<file path="config.mk">
export PLATFORM = sky130hd
export DESIGN_NAME = pix_capture_writer
export DESIGN_NICKNAME = d
export VERILOG_FILES = /design/src/rtl/pix_capture_writer.sv
export SDC_FILE = /design/constraint.sdc
export NUM_CORES = 1
export LEC_CHECK = 0
export ABC_AREA = 1
export ABC_CLOCK_PERIOD_IN_PS = 2400
export BUFFER_PORTS_ARGS = -buffer_cell sky130_fd_sc_hd__buf_2
export CAP_MARGIN = 20
export CELL_PAD_IN_SITES_DETAIL_PLACEMENT = 0
export CELL_PAD_IN_SITES_GLOBAL_PLACEMENT = 1
export CORE_MARGIN = 2
export CORE_UTILIZATION = 33
export DETAILED_ROUTE_END_ITERATION = 12
export PLACE_DENSITY = 0.88
export SYNTH_ARGS = -nofsm -noshare
export SYNTH_HDL_FRONTEND = slang
export SYNTH_SLANG_ARGS = --single-unit
</file>
<file path="constraint.sdc">
create_clock -name clk -period 2.4 [get_ports clk]
set_clock_uncertainty 0.1 [all_clocks]
set_input_delay 0.24 -clock clk [delete_from_list [all_inputs] [get_ports clk]]
set_output_delay 0.24 -clock clk [all_outputs]
set_load 0.03 [all_outputs]
</file>
<file path="src/rtl/pix_capture_writer.sv">
// Pixel-channel capture controller: filters one channel out of an interleaved
// sample stream, decimates it and writes the kept samples into a capture RAM.
module pix_capture_writer #(
  parameter int ADDR_W = 10,
  parameter int DATA_W = 32,
  parameter int CH_W   = 8
) (
  input  logic              clk,
  input  logic              rst,
  input  logic              arm,
  input  logic              trig,
  input  logic              abort,
  input  logic [CH_W-1:0]   sel_ch,
  input  logic [7:0]        decim,
  input  logic              in_valid,
  input  logic [CH_W-1:0]   in_ch,
  input  logic [DATA_W-1:0] in_data,
  output logic              bram_we,
  output logic              bram_en_a,
  output logic [ADDR_W-1:0] bram_addr,
  output logic [DATA_W-1:0] bram_wr_data,
  output logic              busy,
  output logic              done,
  output logic [ADDR_W:0]   wr_count
);

  typedef enum logic [1:0] {IDLE, ARMED, CAPTURE, DONE} state_t;

  localparam logic [ADDR_W:0] LAST_WORD = {1'b0, {ADDR_W{1'b1}}};

  state_t          state;
  logic [CH_W-1:0] sel_lat;
  logic [7:0]      decim_lat;
  logic [7:0]      dec_cnt;
  logic            eligible;
  logic            match;
  logic            step;
  logic            vld_p0;

  // The trigger cycle itself already counts as capture time.
  always_comb begin
    eligible = (state == CAPTURE) || ((state == ARMED) && trig);
    match    = in_valid && (in_ch == sel_lat);
    step     = !abort && eligible && match;
    vld_p0   = step && (dec_cnt == 8'd0);
  end

  always_ff @(posedge clk or posedge rst) begin
    if (rst) begin
      state        <= IDLE;
      busy         <= 1'b0;
      done         <= 1'b0;
      bram_we      <= 1'b0;
      bram_en_a    <= 1'b0;
      bram_addr    <= '0;
      bram_wr_data <= '0;
      wr_count     <= '0;
      sel_lat      <= '0;
      decim_lat    <= '0;
      dec_cnt      <= '0;
    end else begin
      // p0 -> p1: accepted sample becomes the registered RAM write
      bram_we   <= vld_p0;
      bram_en_a <= vld_p0;
      if (vld_p0) begin
        bram_addr    <= wr_count[ADDR_W-1:0];
        bram_wr_data <= in_data;
        wr_count     <= wr_count + 1'b1;
      end
      if (step) begin
        dec_cnt <= (dec_cnt == decim_lat) ? 8'd0 : dec_cnt + 8'd1;
      end

      if (abort) begin
        state <= IDLE;
        busy  <= 1'b0;
        done  <= 1'b0;
      end else begin
        case (state)
          IDLE, DONE: begin
            if (arm) begin
              state     <= ARMED;
              busy      <= 1'b1;
              done      <= 1'b0;
              sel_lat   <= sel_ch;
              decim_lat <= decim;
              wr_count  <= '0;
              dec_cnt   <= '0;
            end
          end
          ARMED: begin
            if (trig) state <= CAPTURE;
          end
          CAPTURE: begin
            if (vld_p0 && (wr_count == LAST_WORD)) begin
              state <= DONE;
              busy  <= 1'b0;
              done  <= 1'b1;
            end
          end
          default: state <= IDLE;
        endcase
      end
    end
  end

endmodule

</file>
Yosys cells after proc, flatten, opt, wreduce, memory -nomap -nowiden
Index checks and enable logic that the tools add are counted.
{"block": "classes", "bitwise": 1, "eq_ne": 9, "muxes": 22, "n_reduce_logical": 15, "addsub": 2}
{"op": "$mux W11", "n": 4}
{"op": "$mux W8", "n": 5}
{"op": "$eq A8 B8 Y1", "n": 2}
{"op": "$add A11 B1 Y11 const B", "n": 1}
{"op": "$eq A11 B10 Y1 const B", "n": 1}
{"op": "$reduce_and A3 Y1", "n": 3}
{"op": "$add A8 B1 Y8 const B", "n": 1}
{"op": "$logic_not A8 Y1", "n": 1}
{"op": "$mux W2", "n": 4}
{"op": "$logic_and A1 B1 Y1", "n": 6}
{"op": "$mux W1", "n": 6}
{"op": "$ne A3 B3 Y1 const B", "n": 2}
{"op": "$pmux W2 S3", "n": 1}
{"op": "$eq A2 B2 Y1 const B", "n": 2}
{"op": "$pmux W1 S2", "n": 2}
{"op": "$ne A3 B2 Y1 const B", "n": 1}
{"op": "$reduce_bool A3 Y1", "n": 1}
{"op": "$eq A2 B1 Y1 const B", "n": 1}
{"op": "$logic_not A2 Y1", "n": 1}
{"op": "$reduce_or A2 Y1", "n": 1}
{"op": "$logic_not A1 Y1", "n": 1}
{"op": "$logic_or A1 B1 Y1", "n": 1}
{"op": "$not A1 Y1", "n": 1}
{"block": "word_totals", "out_inout_bits": 57, "ff_bits": 82, "word_cells": 59}

Longest topological paths before layout
{"block": "depth", "ltp_word": 10, "depth_mapped": 11, "depth_no_buf": 11}

Worst setup path after synthesis
No wires, ideal clock.
{"block": "synth_path", "path_kind": "register to register", "startpoint": "reg dec_cnt[0]", "endpoint": "reg bram_addr[0]", "setup_ns": 0.117, "arrival_time_ns": 1.604, "t_required_ns": 2.183, "setup_slack_ns": 0.578, "path_stages_with_launch": 10, "n_path_buf": 1, "cell_sequence": "dfrtp_1 -> inv_1 -> ha_1 -> nand3_2 -> nor3_4 -> nand3_2 -> buf_6 -> or2_1 -> o21ai_1 -> inv_1"}
{"block": "synth_via", "elab_chain_cells": 2}
{"item": "start, declared", "line_no": "34", "rtl": "logic [7:0] dec_cnt;"}
{"item": "start signal, assigned", "line_no": "71", "rtl": "dec_cnt <= (dec_cnt == decim_lat) ? 8'd0 : dec_cnt + 8'd1;"}
{"item": "$logic_not A8 Y1", "line_no": "45", "rtl": "vld_p0 = step && (dec_cnt == 8'd0);"}
{"item": "$logic_and A1 B1 Y1", "line_no": "45"}
{"item": "end signal, assigned", "line_no": "66", "rtl": "bram_addr <= wr_count[ADDR_W-1:0];"}
{"item": "end, declared", "line_no": "20", "rtl": "output logic [ADDR_W-1:0] bram_addr,"}
Every way passes these cells.
A chain may end at the register's enable or synchronous reset.

Worst setup path in the final report
{"block": "layout_path", "startpoint": "reg state[0]", "endpoint": "reg state[1]"}
{"block": "layout_via", "elab_chain_cells": 9, "word_cells_on_any_way": 17, "classes_between": "6 x eq/ne; 2 x mux; 9 x reduce/logical"}
{"item": "start, declared", "line_no": "31", "rtl": "state_t state;"}
{"item": "start signal, assigned", "line_no": "50", "rtl": "state <= IDLE;"}
{"item": "start signal, assigned", "line_no": "75", "rtl": "state <= IDLE;"}
{"item": "start signal, assigned", "line_no": "82", "rtl": "state <= ARMED;"}
{"item": "$eq A2 B1 Y1", "line_no": "42, 79"}
{"item": "$logic_and A1 B1 Y1", "line_no": "42", "rtl": "eligible = (state == CAPTURE) || ((state == ARMED) && trig);"}
{"item": "$logic_or A1 B1 Y1", "line_no": "42"}
{"item": "$logic_and A1 B1 Y1 (2 in series)", "line_no": "44", "rtl": "step = !abort && eligible && match;"}
{"item": "$logic_and A1 B1 Y1", "line_no": "45"}
{"item": "$logic_and A1 B1 Y1", "line_no": "95", "rtl": "if (vld_p0 && (wr_count == LAST_WORD)) begin"}
{"item": "$ne A3 B2 Y1 (no line)"}
{"item": "$reduce_and A3 Y1 (no line)"}
Parallel ways exist; a longest one is shown, timed or not.

==> impl_results.md <==
* Final period util at 82.7%
* Post-synth net total at 582
* Reg2Reg Depth at 11
* H-Tree Depth at 3
* Row count at 39
* DR vias at 3,671
* Final setup viols at 0
* Initial Util at 34.2%
* Fmax at 504 MHz
* Total Routing Usage GR at 16.9%
* CTS Buffer Depth at 2
* Most common cell after layout, fill and taps aside: nand2_1
* Unique masters post-synth at 28
* Tightest Pin Transition at between 0.7 and 0.8 ns
* Synth-to-layout area growth at 30.7%
* Commonest non-fill, non-tap cells in the layout: 222 x nand2_1, 118 x buf_2, 82 x dfrtp_1, 53 x inv_1
* CP Class: flip-flop to flip-flop
* Initial DRC count at 223
* Post-Syn Area at about 0.0040 sq mm
* Worst R2R End: state[1]$_DFFE_PP0P_
* Worst Setup SP: state[0]$_DFFE_PP0P_
* Fraction of layout cells with a size suffix above 1 at 24.2%
* Critical Path End Type: flip-flop
* Worst skew pair latency at 0.33 ns
* Non-filler cells, final at 801
* CTS Sinks at 82
* Startpoint Class: flip-flop
* CP Capture Point: state[1]$_DFFE_PP0P_
* Die height at 113 microns
* Sw frac at 34.8%
* Synth Area per Inst at 7.70 sq um
* Reg power frac at 42.2%
* Reg2reg start: state[0]$_DFFE_PP0P_
* Critical path's slowest cell: dfrtp_1
* DIE AREA at about 0.013 sq mm
* P_int at 2690 uW
* Initial antenna violation count at 0
* Total grt overflow at 0
* Post-Synthesis Cells at 514
* Peak VDD IR at 436 uV
* Slew HR at 50.3%
* Flops & latches, synth at 82
* Port-buffer cells at 118
* Status: finished clean
* Vias in the first global route at about 3,700
* Count of pins over their slew limit at 0
* Root cell of the clock tree: clkbuf_16
* Top cell by count, worst path: nand2_1
* Drt via density at 4.58
* CP arrival at 2.11 ns
* Critical Path RT at between 2 and 3 ns
* Antenna-violating nets left at 0
* Pwr Density at 796 mW/mm^2
* TritonCTS clock tree: done
* CP peak stage delay at 0.42 ns
* Leak at 0.00299 uW
* Gp weighted congestion at 0.903
* Final setup TNS at 0 ns
* Crit path cell chain: inv_1 -> ha_1 -> inv_1 -> nand2_1 -> nand3_1 -> nor2_2 -> nand3_1 -> nand2_1 -> nand2_1 -> nand2_1 -> nand2_1
* HPWL Detailed at approximately 7.5 mm
* Largest net degree at the start of global routing at 50
* Reg clk slew, reported paths at 0.07 ns
* DRC Markers at 0
* NetSw at 1430 uW
* WHS at 0.00376 ns
* Number of synthesis warnings at 0
* Post-synthesis sequential area ratio at approximately half
* FILL cells at 1,203
* Post-synth top area share at 51.9%
* Final net count at 721
* Fin. Hold Viols at 0
* Post-cts sizing count at 0
* RSZ-0062 raised after global routing: no
* First-pass GRT wire length at 17.6 mm
* I/O pin cnt at 119
* Placed Cells incl. Taps at 768
* Total wire length at roughly 10 mm
* Top cells by area, synth: dfrtp_1 52%, nand2_1 21%, inv_1 5.1%
* Ant diodes at 0
* Core Region at 0.0116 sq mm
* Comb power frac at 26.3%
* Wire length per cell at between 10 and 15 microns
* Final min period at around 2.0 ns
* Die Span X at 113 microns
* Crit Path Max Fanout at 7
* Hold Path Class: input pin to flip-flop
* Reg2reg setup slack at 0.41 ns
* Max_cap viols at 0
* Cell taking the most area after synthesis: dfrtp_1
* 1st-pass router iterations at 5
* Pwr Total at between 4000 and 5000 uW
* Clock share of power at 31.5%
* CTS Buf Count at 9
==> logic make-up (layout without fill, tap and decap cells) <==
kind of cell	Yosys count	after routing	share of synthesized area, %
AO/OA/AOI/OAI	48	48	6.26
XOR/XNOR	6	6	1.33
adder cells (fa/ha/maj)	6	6	1.90
buffers and inverters	75	219	7.87
flip-flops	82	82	51.9
AND/OR/NAND/NOR	297	297	30.8
==> cell type report <==
| class | instances | area (sq um) | share of cell area [%] |
|---|---|---|---|
| inverters | 60 | 229 | 4.43 |
| flip-flops and latches | 82 | 2050 | 39.7 |
| repair buffers | 143 | 833 | 16.1 |
| clock inverters | 6 | 48.8 | 0.944 |
| clock buffers | 10 | 229 | 4.43 |
| multi-input cells | 357 | 1600 | 30.9 |
| well taps | 143 | 179 | 3.46 |
==> how the worst min path moves through the flow <==
stage | from | to | cells past startpoint
6_report | in_data[30] | bram_wr_data[30]$_DFFE_PP0P_ | 3
5_1_grt | in_data[27] | bram_wr_data[27]$_DFFE_PP0P_ | 3
4_1_cts | in_data[21] | bram_wr_data[21]$_DFFE_PP0P_ | 3
3_5_place_dp | rst | bram_wr_data[17]$_DFFE_PP0P_ | 2
3_3_place_gp | rst | bram_wr_data[17]$_DFFE_PP0P_ | 2
2_1_floorplan | in_data[0] | bram_wr_data[0]$_DFFE_PP0P_ | 2
==> power groups by stage <==
stage / sequential (uW) / combinational (uW) / clock (uW)
6_report: 1740 / 1080 / 1300
5_1_grt: 1770 / 1250 / 1400
4_1_cts: 1740 / 1100 / 1320
3_5_place_dp: 1760 / 1080 / 0
3_3_place_gp: 1750 / 1050 / 0
2_1_floorplan: 1880 / 626 / 0
==> registers in the layout (all words and copies together), names as in the netlist <==
register,count
bram_addr,10
bram_en_a,1
bram_wr_data,32
busy,1
dec_cnt,8
decim_lat,8
done,1
sel_lat,8
state,2
wr_count,11
==> layer usage <==
layer,GRT usage (%),wire [microns]
met3,3.72,483
met1,23.4,4820
met4,6.91,212
met5,0,0
met2,25.8,4690
==> critical path: cells and delay by family, from the launching register on <==
| family | cells | cell delay [ns] |
|---|---|---|
| simple gates | 8 | 1.04 |
| flops | 1 | 0.42 |
| buf+inv | 2 | 0.16 |
| fa+ha+maj | 1 | 0.15 |
==> repair_timing <==
item,CTS,global route
endpoints found under the hold margin,49,0
hold buffers,17,0
buffers inserted,0,0
==> Yosys cell counts (all sizes together) <==
cell type / number
nor3: 5
clkbuf: 5
nand4: 8
clkinv: 1
or2: 1
nand2: 225
ha: 6
nor4: 1
nand3b: 1
buf: 10
nor3b: 1
inv: 59
o21ai: 35
dfrtp: 82
nor2: 37
nand3: 18
a21oi: 13
xor2: 6
==> through the flow <==
step	instance area (sq um)	worst slack, ns	utilization (%)
floorplan	3960	0.578	-
global placement	4720	0.520	40.8
detailed placement	4720	0.428	40.8
CTS	5170	0.421	44.7
global route	5170	0.185	44.7
finish	5170	0.415	44.7
Note: power is estimated with default switching activity, not from simulation.
